## config.mk

```make
export PLATFORM = sky130hd
export DESIGN_NAME = wb_bus_decoder
export DESIGN_NICKNAME = d
export VERILOG_FILES = /design/src/rtl/wb_bus_decoder.sv
export SDC_FILE = /design/constraint.sdc
export NUM_CORES = 1
export LEC_CHECK = 0
export ABC_AREA = 1
export BUFFER_PORTS_ARGS = -buffer_cell sky130_fd_sc_hd__buf_2
export CAP_MARGIN = 40
export CORE_AREA = 10 10 74 107
export CTS_BUF_LIST = sky130_fd_sc_hd__clkbuf_16
export CTS_CLUSTER_DIAMETER = 40
export DETAILED_ROUTE_END_ITERATION = 10
export DIE_AREA = 0 0 84 117
export MAX_ROUTING_LAYER = met4
export PLACE_DENSITY = 0.86
export SYNTH_ARGS = -nofsm -noshare
export SYNTH_HDL_FRONTEND = slang
export SYNTH_SLANG_ARGS = --single-unit
```

## constraint.sdc

```tcl
create_clock -name i_clk -period 3.4 [get_ports i_clk]
set_clock_uncertainty 0.15 [all_clocks]
set_input_delay 0.34 -clock i_clk [delete_from_list [all_inputs] [get_ports i_clk]]
set_output_delay 0.34 -clock i_clk [all_outputs]
set_load 0.01 [all_outputs]
```

## src/rtl/wb_bus_decoder.sv

```systemverilog
// Wishbone address decoder / response router for up to NSLAVES slaves with one outstanding transaction.
// Define WB_BUS_TIMEOUT_EN to add the BUSY timeout counter and timeout error.
module wb_bus_decoder #(
  parameter int                    NSLAVES        = 2,
  parameter logic [NSLAVES*32-1:0] SLAVE_BASE     = {32'h0001_0000, 32'h0000_0000},
  parameter logic [NSLAVES*32-1:0] SLAVE_MASK     = {32'hFFFF_0000, 32'hFFFF_0000},
  parameter int                    TIMEOUT_CYCLES = 255
) (
  input  logic                    i_clk,
  input  logic                    i_reset,
  input  logic                    i_wb_stb,
  input  logic                    i_wb_we,
  input  logic [31:0]             i_wb_addr,
  input  logic [31:0]             i_wb_data,
  input  logic [2:0]              i_wb_sel,
  output logic [31:0]             o_wb_data,
  output logic                    o_wb_ack,
  output logic                    o_wb_err,
  output logic                    o_wb_stall,
  output logic [NSLAVES-1:0]      o_s_stb,
  output logic                    o_s_we,
  output logic [31:0]             o_s_addr,
  output logic [31:0]             o_s_data,
  output logic [2:0]              o_s_sel,
  input  logic [NSLAVES*32-1:0]   i_s_data,
  input  logic [NSLAVES-1:0]      i_s_ack,
  input  logic [NSLAVES-1:0]      i_s_stall
);

  localparam int SW = (NSLAVES > 1) ? $clog2(NSLAVES) : 1;

  typedef enum logic [1:0] {IDLE, BUSY, ERR} state_t;

  state_t        state;
  logic [SW-1:0] sel;
  logic [SW-1:0] sel_q;
  logic          hit;
  logic [31:0]   mask_sel;
  logic [31:0]   rdata_sel;
  logic          timeout_hit;

  // Descending scan so the lowest matching index is the last one written.
  // NOTE: every variable gets a default before the loop, so no latch is inferred.
  always_comb begin
    hit      = 1'b0;
    sel      = '0;
    mask_sel = SLAVE_MASK[31:0];
    for (int k = NSLAVES - 1; k >= 0; k--) begin
      if ((i_wb_addr & SLAVE_MASK[32*k +: 32]) == SLAVE_BASE[32*k +: 32]) begin
        hit      = 1'b1;
        sel      = SW'(k);
        mask_sel = SLAVE_MASK[32*k +: 32];
      end
    end
  end

  // Reset gates the combinational handshake so it drops the instant reset asserts.
  always_comb begin
    o_wb_stall = 1'b0;
    o_s_stb    = '0;
    if (i_reset) begin
      if (state == IDLE) begin
        if (hit) begin
          o_wb_stall   = i_s_stall[sel];
          o_s_stb[sel] = i_wb_stb;
        end
      end else begin
        o_wb_stall = 1'b1;
      end
    end
  end

  always_comb begin
    rdata_sel = i_s_data[31:0];
    for (int k = 1; k < NSLAVES; k++) begin
      if (sel_q == SW'(k)) rdata_sel = i_s_data[32*k +: 32];
    end
  end

  assign o_s_we   = i_wb_we;
  assign o_s_addr = i_wb_addr & ~mask_sel;
  assign o_s_data = i_wb_data;
  assign o_s_sel  = i_wb_sel;

`ifdef WB_BUS_TIMEOUT_EN
  logic [7:0] cnt;

  // cnt holds the number of completed BUSY cycles, so the error lands at T+TIMEOUT_CYCLES+1.
  assign timeout_hit = (cnt == 8'(TIMEOUT_CYCLES - 1));

  always_ff @(posedge i_clk or negedge i_reset) begin
    if (!i_reset) begin
      cnt <= '0;
    end else if (state != BUSY) begin
      cnt <= '0;
    end else if (cnt != 8'hFF) begin
      cnt <= cnt + 8'd1;
    end
  end
`else
  logic unused_timeout;
  assign unused_timeout = (TIMEOUT_CYCLES != 0);
  assign timeout_hit    = 1'b0;
`endif

  // NOTE: registered state uses nonblocking assignments only, so every flop samples pre-edge values.
  always_ff @(posedge i_clk or negedge i_reset) begin
    if (!i_reset) begin
      state     <= IDLE;
      sel_q     <= '0;
      o_wb_ack  <= 1'b0;
      o_wb_err  <= 1'b0;
      o_wb_data <= 32'hFFFF_FFFF;
    end else begin
      o_wb_ack  <= 1'b0;
      o_wb_err  <= 1'b0;
      o_wb_data <= 32'hFFFF_FFFF;
      case (state)
        IDLE: begin
          if (i_wb_stb && !o_wb_stall) begin
            if (hit) begin
              sel_q <= sel;
              state <= BUSY;
            end else begin
              // Unmapped: the error pulse coincides with the single ERR cycle.
              o_wb_err <= 1'b1;
              state    <= ERR;
            end
          end
        end
        BUSY: begin
          if (i_s_ack[sel_q]) begin
            o_wb_ack  <= 1'b1;
            o_wb_data <= rdata_sel;
            state     <= IDLE;
          end else if (timeout_hit) begin
            o_wb_err <= 1'b1;
            state    <= IDLE;
          end
        end
        ERR:     state <= IDLE;
        default: state <= IDLE;
      endcase
    end
  end

endmodule

```

==> results of run 1 <==
where the power goes:
group / total [mW] / switching [mW] / internal (mW) / leakage [nW]
clock: 0.425 / 0.159 / 0.265 / 0.0748
sequential: 0.446 / 0.00128 / 0.444 / 0.404
combinational: 0.0890 / 0.0455 / 0.0435 / 0.758
total: 0.959 / 0.206 / 0.753 / 1.24
path summary, 6_finish.rpt:
check | start | end | slack (ns) | depth (start not counted)
worst min-delay path | i_reset | o_wb_ack | 0.05 | 2
max in group asynchronous | i_reset | o_wb_data[31] | 2.71 | 2
min in group i_clk | i_s_data[50] | o_wb_data[18] | 0.14 | 3
worst min register to register | state[1] | o_wb_data[13] | 0.43 | 2
worst max-delay path | state[1] | o_wb_stall | 1.63 | 5
worst max register to register | sel_q | o_wb_data[16] | 1.76 | 4
metrics by stage:
step | cells | hold slack, ns
global route | 403 | 0.105
CTS | 403 | 0.0817
detailed placement | 395 | 0.369
finish | 403 | 0.0524
global placement | 394 | 0.365
floorplan | 272 | -0.106
worst max-delay path, cell delays in order, from the launching register on:
cell and delay [ns]:
dfrtp_1 0.42, nor2_1 0.20, nand3_1 0.11, nand2_1 0.10, inv_1 0.04, buf_2 0.13
layout make-up:
class,count,area (µm²)
sequential,37,966
timing repair buffer,127,666
inverter,5,18.8
clock inverter,3,13.8
fill,596,3520
clock buffer,5,125
multi-input combinational,152,643
tap,74,92.6
synthesized netlist by cell type (3+ instances only):
master    number
buf_4         70
nand3_1       37
inv_1          5
buf_6          3
dfstp_2       32
nor2_1        17
nand2_1       78
dfrtp_1        5
clkbuf_1       5
kinds of logic (layout without fill, tap and decap cells):
logic type,Yosys count,count (layout),share of synthesized area [%]
other,1,16,0.174
buffers and inverters,83,140,27.8
multiplexers,1,1,0.466
flip-flops,37,37,44.9
AO/OA/AOI/OAI,1,1,0.233
AND/OR/NAND/NOR,134,134,26.4
registers in the layout, indices dropped and copies added (netlist names):
register / cells
o_wb_err: 1
sel_q: 1
o_wb_ack: 1
o_wb_data: 32
state: 2
routing by layer:
layer	global-route usage (%)	vias up
li1	-	860
met1	11.8	796
met2	24.4	133
met3	18.4	44
met4	8.85	0
met5	-	-
==> reports/metrics.yaml, run 1 <==
timing:
  fmaxAchievable_mhz: 566
  rsz0062_at_grt: "no"
  setup_ws_ns: 1.63
  period_share_pct: 51.9
  period_minus_slack_ns: 1.77
  hold_viol: 0
  drv_slew: 0
  finalSetupTns_ns: 0
  setup-violations-final: 0
global_route:
  grt_pass1_wl_mm: 11.9
  grt_max_degree: 38
  grt_overflow_total: 0
  grt_pass1_vias: 2010
  grt_usage_pct: 16.5
  antenna_found_initial: 0
synth:
  synth_cell_types: 14
  ys_seq_area_share_pct: 44.9
  synth_ff_type: "dfstp_2"
  avgSynthCellArea_um2: 8.36
  syn-instance-count: 257
  synth_top_cell_by_area: "dfstp_2"
  yosysWarnings: 0
  synthArstFlopShare_pct: 100
  synth_top_area_share_pct: 39.1
  synth-edff-count: 0
  synth-seq-cells: 37
  syn-cell-area_um2: 2150
  synth_area_leaders: "dfstp_2 (39%), buf_4 (24%), nand2_1 (14%)"
power_and_ir_drop:
  power.density_nw_per_um2: 380
  peakVddDrop_mv: 0.155
  power_mw: 0.959
  leakage_nw: 1.24
route:
  top_layer_used: "met4"
  ant_nets: 0
  vias: 1833
  wl_met2_mm: 3.76
  m1WireLength_mm: 2.23
  drtIter0Drc: 73
  drc: 0
  via_per_inst: 4.55
  wl_per_cell_um: 21.1
  wl_mm: 8.50
  drt_first_pass_iters: 4
  wl_met3_mm: 2.15
worst_setup_path:
  end_kind: "output pin"
  startpoint_type: "flip-flop"
  critPathRequiredTime_ns: 2.91
  critPathArrivalTime_ns: 1.28
  worstSetupPathType: "reg -> out"
  path_max_fanout: 3
clock_network:
  cts_hold_buf: 0
  clk_latency_ns: 0.27
  cts_tree: "built"
  post-cts-setup-buffers: 0
  cts_made_buffers: 5
  clk_path_buf_depth: 2
  clkSinkCount: 37
  htreeDepth: 2
  cts_root_buf: "clkbuf_16"
  path_clk_slew_ns: 0.05
  cts-resized-gates: 0
placed_design:
  portBuffers: 123
  placed_area_um2: 2390
  hpwl_mm: 7.55
  place_congestion: 0.838
  pre_cts_slack_ns: 1.67
outcome:
  status: "complete, no violations"
final_layout:
  final_cell_area_um2: 2520
  final_nets: 467
  final_common_cell: "buf_2"
  area_delta_synth_final_pct: 17.5
  layout_common_cells: "buf_2 (123), nand2_1 (78), nand3_1 (37), dfstp_2 (32), nor2_1 (17)"
  diodes: 0
  drive_above_1_share_pct: 51.1
  final_util_pct: 41.8
min_path:
  hold_class: "in -> async"
floorplan:
  die_w_um: 84
  fp.dieH_um: 117
  rows: 35
  io_pins: 244
  fp.coreArea_um2: 6040
  die-area_um2: 9830
  initial_core_util_pct: 35.6
job:
  max_cap_violations: 0
Note: power is estimated with default switching activity, not from simulation.
==> run 2, diff against run 1 <==
--- a/config.mk
+++ b/config.mk
@@ -8,13 +8,13 @@
 export ABC_AREA = 1
 export BUFFER_PORTS_ARGS = -buffer_cell sky130_fd_sc_hd__buf_2
 export CAP_MARGIN = 40
-export CORE_AREA = 10 10 74 107
+export CORE_AREA = 10 10 79 115
 export CTS_BUF_LIST = sky130_fd_sc_hd__clkbuf_16
 export CTS_CLUSTER_DIAMETER = 40
 export DETAILED_ROUTE_END_ITERATION = 10
-export DIE_AREA = 0 0 84 117
+export DIE_AREA = 0 0 89 125
 export MAX_ROUTING_LAYER = met4
-export PLACE_DENSITY = 0.86
+export PLACE_DENSITY = 0.79
 export SYNTH_ARGS = -nofsm -noshare
 export SYNTH_HDL_FRONTEND = slang
 export SYNTH_SLANG_ARGS = --single-unit
==> constraint.sdc (replaced) <==
create_clock -name i_clk -period 1.5 [get_ports i_clk]
set_clock_uncertainty 0.15 [all_clocks]
set_input_delay 0.15 -clock i_clk [delete_from_list [all_inputs] [get_ports i_clk]]
set_output_delay 0.15 -clock i_clk [all_outputs]
set_load 0.01 [all_outputs]
==> run 2 against run 1 <==
  * Flip-flop and latch count stayed put
  * First-iteration DRC count shrank 36%
  * Critical path type unchanged
  * Highest routed layer unchanged
  * Largest power group unchanged
  * Sequential share of layout area is 8.4 points lower
==> reports/metrics.yaml, run 2 (same netlist as run 1, synthesis figures left out) <==
clock_network:
  clk_path_buf_depth: 2  # unchanged
  clk_latency_ns: 0.28  # about the same
  cts_root_buf: "clkbuf_16"
  cts_made_buffers: 5  # unchanged
  htreeDepth: 2  # unchanged
  clkSinkCount: 37  # unchanged
  cts_tree: "built"
  path_clk_slew_ns: 0.05  # about the same
job:
  max_cap_violations: 0  # unchanged
final_layout:
  drive_above_1_share_pct: 43.9  # -7.1 points
  final_nets: 534  # +14%
  fillCellCount: 657  # +10%
  top_register: "o_wb_data"
  final_common_cell: "buf_2"
  largest_reg_flops: 32  # unchanged
  reg_top3: "o_wb_data x32, state x2"
  area_delta_synth_final_pct: 50.3
  final_cell_area_um2: 3230  # +28%
  layout_common_cells: "buf_2 (123), nand2_1 (77), dlygate4sd3_1 (65), nand3_1 (35), dfstp_2 (32)"
  final_cells: 479  # +19%
worst_setup_path:
  startpoint_type: "flip-flop"
  cp_top_family: "flip-flops"
  cp_num_buf_inv: 2  # unchanged
  crit_slowest_cell: "dfrtp_1"
  critPathArrivalTime_ns: 1.17  # -0.11 ns
  end_kind: "output pin"
  path_max_fanout: 3  # unchanged
  critPathRequiredTime_ns: 1.20  # -1.71 ns
  worstSetupPathType: "reg -> out"
  cpPeakStageDelay_ns: 0.40  # -0.02 ns
  cp_cell_sequence: "nor2_4, nand3_2, nand2_2, inv_1, buf_2"
  r2r_slack_ns: 0.14  # -1.62 ns
route:
  wl_mm: 9.49  # +12%
  drc: 0  # unchanged
  wl_per_cell_um: 19.8  # -6.1%
  vias: 2151  # +17%
  ant_nets: 0  # unchanged
  via_per_inst: 4.49  # -1.3%
  drt_first_pass_iters: 4  # unchanged
  drtIter0Drc: 47  # -36%
global_route:
  antenna_found_initial: 1  # +1
  grt_usage_pct: 16.9  # +0.37 points
  grt_overflow_total: 0  # unchanged
  grt_pass1_wl_mm: 13.5  # +14%
  grt_max_degree: 38  # unchanged
  grt_pass1_vias: 2396  # +19%
floorplan:
  fp.dieH_um: 125  # +6.8%
  die_w_um: 89  # +6.0%
  fp.coreArea_um2: 7080  # +17%
  rows: 38  # +8.6%
  io_pins: 244  # unchanged
  die-area_um2: 11100  # +13%
  initial_core_util_pct: 30.3  # -5.2 points
timing:
  fmaxAchievable_mhz: 679
  setup_ws_ns: 0.0268  # -1.61 ns
  period_share_pct: 98.2
  setup-violations-final: 0  # unchanged
  drv_slew: 0  # unchanged
  rsz0062_at_grt: "yes"
  period_minus_slack_ns: 1.47
  hold_viol: 0  # unchanged
power_and_ir_drop:
  power.density_nw_per_um2: 719  # +89%
  peakVddDrop_mv: 0.345  # +120%
  power_mw: 2.32  # +140%
  leakage_nw: 1.52  # +23%
min_path:
  hold_class: "in -> reg"
placed_design:
  placed_area_um2: 2410  # +0.84%
  pre_cts_slack_ns: 0.0383  # -1.63 ns
  portBuffers: 123  # unchanged
  hpwl_mm: 6.97  # -7.7%
  dp_cells: 402  # +1.8%
  place_congestion: 0.776  # -7.4%
outcome:
  status: "complete, no violations"
[run 2: cell types whose count changed in the layout (fill, tap and decap cells not counted), sizes merged]
cell and change:
inv -1, dlygate4sd3 +65, buf +2, clkinv +1, diode +3
[run 2: timing repair]
action / 4_1_cts / 5_1_grt
hold buffers: 65 / 0
endpoints found under the hold margin: 37 / 0
pin swaps: 2 / 3
setup endpoints to repair: 3 / 3
setup buffers: 1 / 0
resized for setup: 1 / 5
[run 2: area by class of cell]
class	count	area, µm²	share of cell area (%)
repair buffers	194	1340	41.3
flip-flops and latches	37	966	29.9
multi-input cells	152	666	20.6
clock buffers	5	125	3.87
well taps	80	100	3.10
inverters	5	18.8	0.581
clock inverters	3	12.5	0.387
diodes	3	7.51	0.232
[run 2: worst paths after layout]
| kind | start | end | depth (start not counted) |
|---|---|---|---|
| worst max-delay path | state[0] | o_wb_stall | 5 |
| worst min-delay path | i_wb_stb | o_wb_err | 3 |
| min in group asynchronous | i_reset | o_wb_ack | 3 |
| worst max register to register | state[0] | sel_q | 6 |
| worst min register to register | state[1] | o_wb_err | 3 |
| max in group asynchronous | i_reset | o_wb_data[22] | 3 |
[run 2: worst reg2reg max path: stages (launching register included)]
cell and delay, ns:
dfrtp_1 0.40, nor2_4 0.16, nand2_1 0.11, a21oi_1 0.19
nand2_1 0.12, nand2_1 0.07, nand2_1 0.05
[run 2: power breakdown]
part / total, mW / leakage, nW / internal (mW) / switching (mW)
Combinational: 0.345 / 1.05 / 0.213 / 0.132
Sequential: 1.01 / 0.404 / 1.01 / 0.00225
Clock: 0.969 / 0.0687 / 0.599 / 0.369
[run 2: stage by stage]
stage / TNS [ns] / util [%] / hold slack [ns]
after global placement: 0 / 34.0 / 0.150
after CTS: -0.0238 / 45.2 / 0.0257
after global routing: -0.0782 / 45.5 / 0.0468
after detailed placement: 0 / 34.0 / 0.150
final: 0 / 45.6 / 0.0378
after floorplan: 0 / - / -0.296
[run 2: metal layers]
layer	vias up	GRT usage [%]	routed length (µm)
li1	994	-	-
met1	930	11.4	2530
met2	153	25.6	4380
met3	74	13.1	1770
met4	0	16.5	806
met5	-	-	0
==> run 3, diff against run 2 <==
--- a/config.mk
+++ b/config.mk
@@ -8,13 +8,13 @@
 export ABC_AREA = 1
 export BUFFER_PORTS_ARGS = -buffer_cell sky130_fd_sc_hd__buf_2
 export CAP_MARGIN = 40
-export CORE_AREA = 10 10 79 115
+export CORE_AREA = 10 10 76 111
 export CTS_BUF_LIST = sky130_fd_sc_hd__clkbuf_16
 export CTS_CLUSTER_DIAMETER = 40
 export DETAILED_ROUTE_END_ITERATION = 10
-export DIE_AREA = 0 0 89 125
+export DIE_AREA = 0 0 86 121
 export MAX_ROUTING_LAYER = met4
-export PLACE_DENSITY = 0.79
+export PLACE_DENSITY = 0.81
 export SYNTH_ARGS = -nofsm -noshare
 export SYNTH_HDL_FRONTEND = slang
 export SYNTH_SLANG_ARGS = --single-unit
==> constraint.sdc (replaced) <==
create_clock -name i_clk -period 1.4 [get_ports i_clk]
set_clock_uncertainty 0.15 [all_clocks]
set_input_delay 0.14 -clock i_clk [delete_from_list [all_inputs] [get_ports i_clk]]
set_output_delay 0.14 -clock i_clk [all_outputs]
set_load 0.01 [all_outputs]
==> run 3 against run 2 <==
  * The run now ends with setup timing left
  * Largest cell class unchanged
  * Die area down 6.5%
  * Sequential power up 7%
  * Setup slack worse by 0.12 ns
  * Final cell count up 0.42%
  * Final area up 2.9%
  * Clock power up 26%
  * Clock-buffer cell count unchanged
  * Critical path depth down 1
  * Register-to-register slack worse by 0.13 ns
==> reports/metrics.yaml, run 3 (same netlist as run 1, synthesis figures left out) <==
floorplan:
  die_w_um: 86  # -3.4%
  io_pins: 244  # unchanged
  initial_core_util_pct: 33.4  # +3.0 points
  fp.coreArea_um2: 6440  # -9.1%
  fp.dieH_um: 121  # -3.2%
  die-area_um2: 10400  # -6.5%
  rows: 36  # -5.3%
global_route:
  grt_max_degree: 38  # unchanged
  antenna_found_initial: 2  # +1
  grt_overflow_total: 0  # unchanged
  grt_pass1_wl_mm: 14.3  # +6.0%
  grt_usage_pct: 18.9  # +2.0 points
  grt_pass1_vias: 2403  # +0.29%
clock_network:
  clk_latency_ns: 0.27  # about the same
  cts_tree: "built"
  cts_made_buffers: 5  # unchanged
  clk_path_buf_depth: 2  # unchanged
  path_clk_slew_ns: 0.05  # about the same
  clkSinkCount: 37  # unchanged
  cts_root_buf: "clkbuf_16"
  htreeDepth: 2  # unchanged
worst_setup_path:
  crit_end: "o_s_stb[1]"
  r2r_cells: 5  # -1
  cp_cell_sequence: "nor2_4, nand3_1, nor2_1, buf_2"
  end_kind: "output pin"
  r2r_slack_ns: 0.01  # -0.13 ns
  cpPeakStageDelay_ns: 0.40  # about the same
  path_max_fanout: 3  # unchanged
  startpoint_type: "flip-flop"
  r2r_end: "o_wb_data[31]"
  r2r-start: "state[1]"
  cp.depth: 4  # -1
  worstSetupPathType: "reg -> out"
  cp_top_family: "flip-flops"
  crit_slowest_cell: "dfrtp_1"
  cp_num_buf_inv: 1  # -1
  critPathArrivalTime_ns: 1.20  # +0.03 ns
  critPathRequiredTime_ns: 1.11  # -0.09 ns
  crit_start: "state[1]"
timing:
  drv_slew: 0  # unchanged
  rsz0062_at_grt: "yes"
  hold_viol: 0  # unchanged
  period_share_pct: 106
  setup-violations-final: 3  # +3
  period_minus_slack_ns: 1.49
  fmaxAchievable_mhz: 671
  setup_ws_ns: -0.0902  # -0.117 ns
  finalSetupTns_ns: -0.245  # -0.245 ns
route:
  wl_mm: 10.4  # +9.8%
  wl_per_cell_um: 21.7  # +9.4%
  drc: 0  # unchanged
  vias: 2181  # +1.4%
  drtIter0Drc: 138  # +190%
  ant_nets: 0  # unchanged
  via_per_inst: 4.53  # +0.97%
  drt_first_pass_iters: 4  # unchanged
final_layout:
  fillCellCount: 551  # -16%
  multiInputGateArea_um2: 657  # -1.3%
  reg_top3: "o_wb_data x32, state x2"
  drive_above_1_share_pct: 44.3  # +0.34 points
  final_cells: 481  # +0.42%
  layout_common_cells: "buf_2 (123), nand2_1 (77), dlygate4sd3_1 (65), nand3_1 (37), dfstp_2 (32)"
  final_nets: 540  # +1.1%
  largest_reg_flops: 32  # unchanged
  top_register: "o_wb_data"
  seq_area_um2: 966  # unchanged
  area_delta_synth_final_pct: 54.8
  final_common_cell: "buf_2"
placed_design:
  place_congestion: 0.768  # -1.1%
  portBuffers: 123  # unchanged
  dp_cells: 399  # -0.75%
  hpwl_mm: 7.40  # +6.1%
outcome:
  violations: "setup timing"
  status: "finished, violations left"
min_path:
  hold_class: "in -> reg"
power_and_ir_drop:
  power.density_nw_per_um2: 804  # +12%
  leakage_nw: 1.57  # +3.4%
  peakVddDrop_mv: 0.473  # +37%
job:
  max_cap_violations: 0  # unchanged
[run 3: area by class of cell]
cell class              instances  share of cell area (%)
diodes                          3                   0.226
repair buffers                200                    42.7
clock inverters                 3                    1.13
inverters                       5                   0.564
multi-input cells             152                    19.7
flip-flops and latches         37                    29.0
clock buffers                   5                    3.76
well taps                      76                    2.86
[run 3: metal layers]
metal | global-route usage (%) | share of wire [%] | wire length [µm]
met4 | 11.7 | 5.8 | 600
met3 | 17.3 | 21 | 2240
met2 | 29.7 | 48 | 4970
met5 | - | 0 | 0
met1 | 13.3 | 25 | 2610
[run 3: report_power, final]
group / internal, mW / switching [mW] / total, mW
logic: 0.231 / 0.144 / 0.375
clock network: 0.826 / 0.394 / 1.22
registers: 1.08 / 0.00236 / 1.08
total: 2.14 / 0.540 / 2.68
[run 3: what timing repair did]
action	in CTS	in global routing
gates resized for setup	2	3
setup buffers	2	2
setup endpoints to repair	3	4
endpoints found under the hold margin	37	0
pin swaps	6	1
hold buffers	65	0
gates cloned	0	2
[run 3: how the worst min path moves through the flow]
stage               startpoint       end  slack [ns]  cells past startpoint
floorplan              i_reset  o_wb_ack       -0.31                      0
global placement       i_reset  o_wb_err        0.11                      2
detailed placement     i_reset  o_wb_err        0.11                      2
CTS                   i_wb_stb  o_wb_err       0.006                      3
global route          i_wb_stb  o_wb_err        0.02                      3
finish                i_wb_stb  o_wb_err        0.01                      3
[run 3: through the flow]
stage	total power, mW	instance area (µm²)	hold WS [ns]	setup WS, ns	utilization (%)
finish	2.68	3330	0.0105	-0.0902	51.7
global route	2.78	3330	0.0244	-0.133	51.7
CTS	2.69	3240	0.00615	-0.101	50.3
detailed placement	1.30	2410	0.109	0.00895	37.4
global placement	1.30	2410	0.109	0.0607	37.4
floorplan	1.34	2210	-0.306	0.0567	-
[run 3: worst reg2reg max path, cell delays in order (launching register included)]
cell     delay [ns]
dfrtp_1        0.40
buf_4          0.16
nor3_4         0.20
buf_4          0.15
buf_12         0.12
nand3_1        0.10
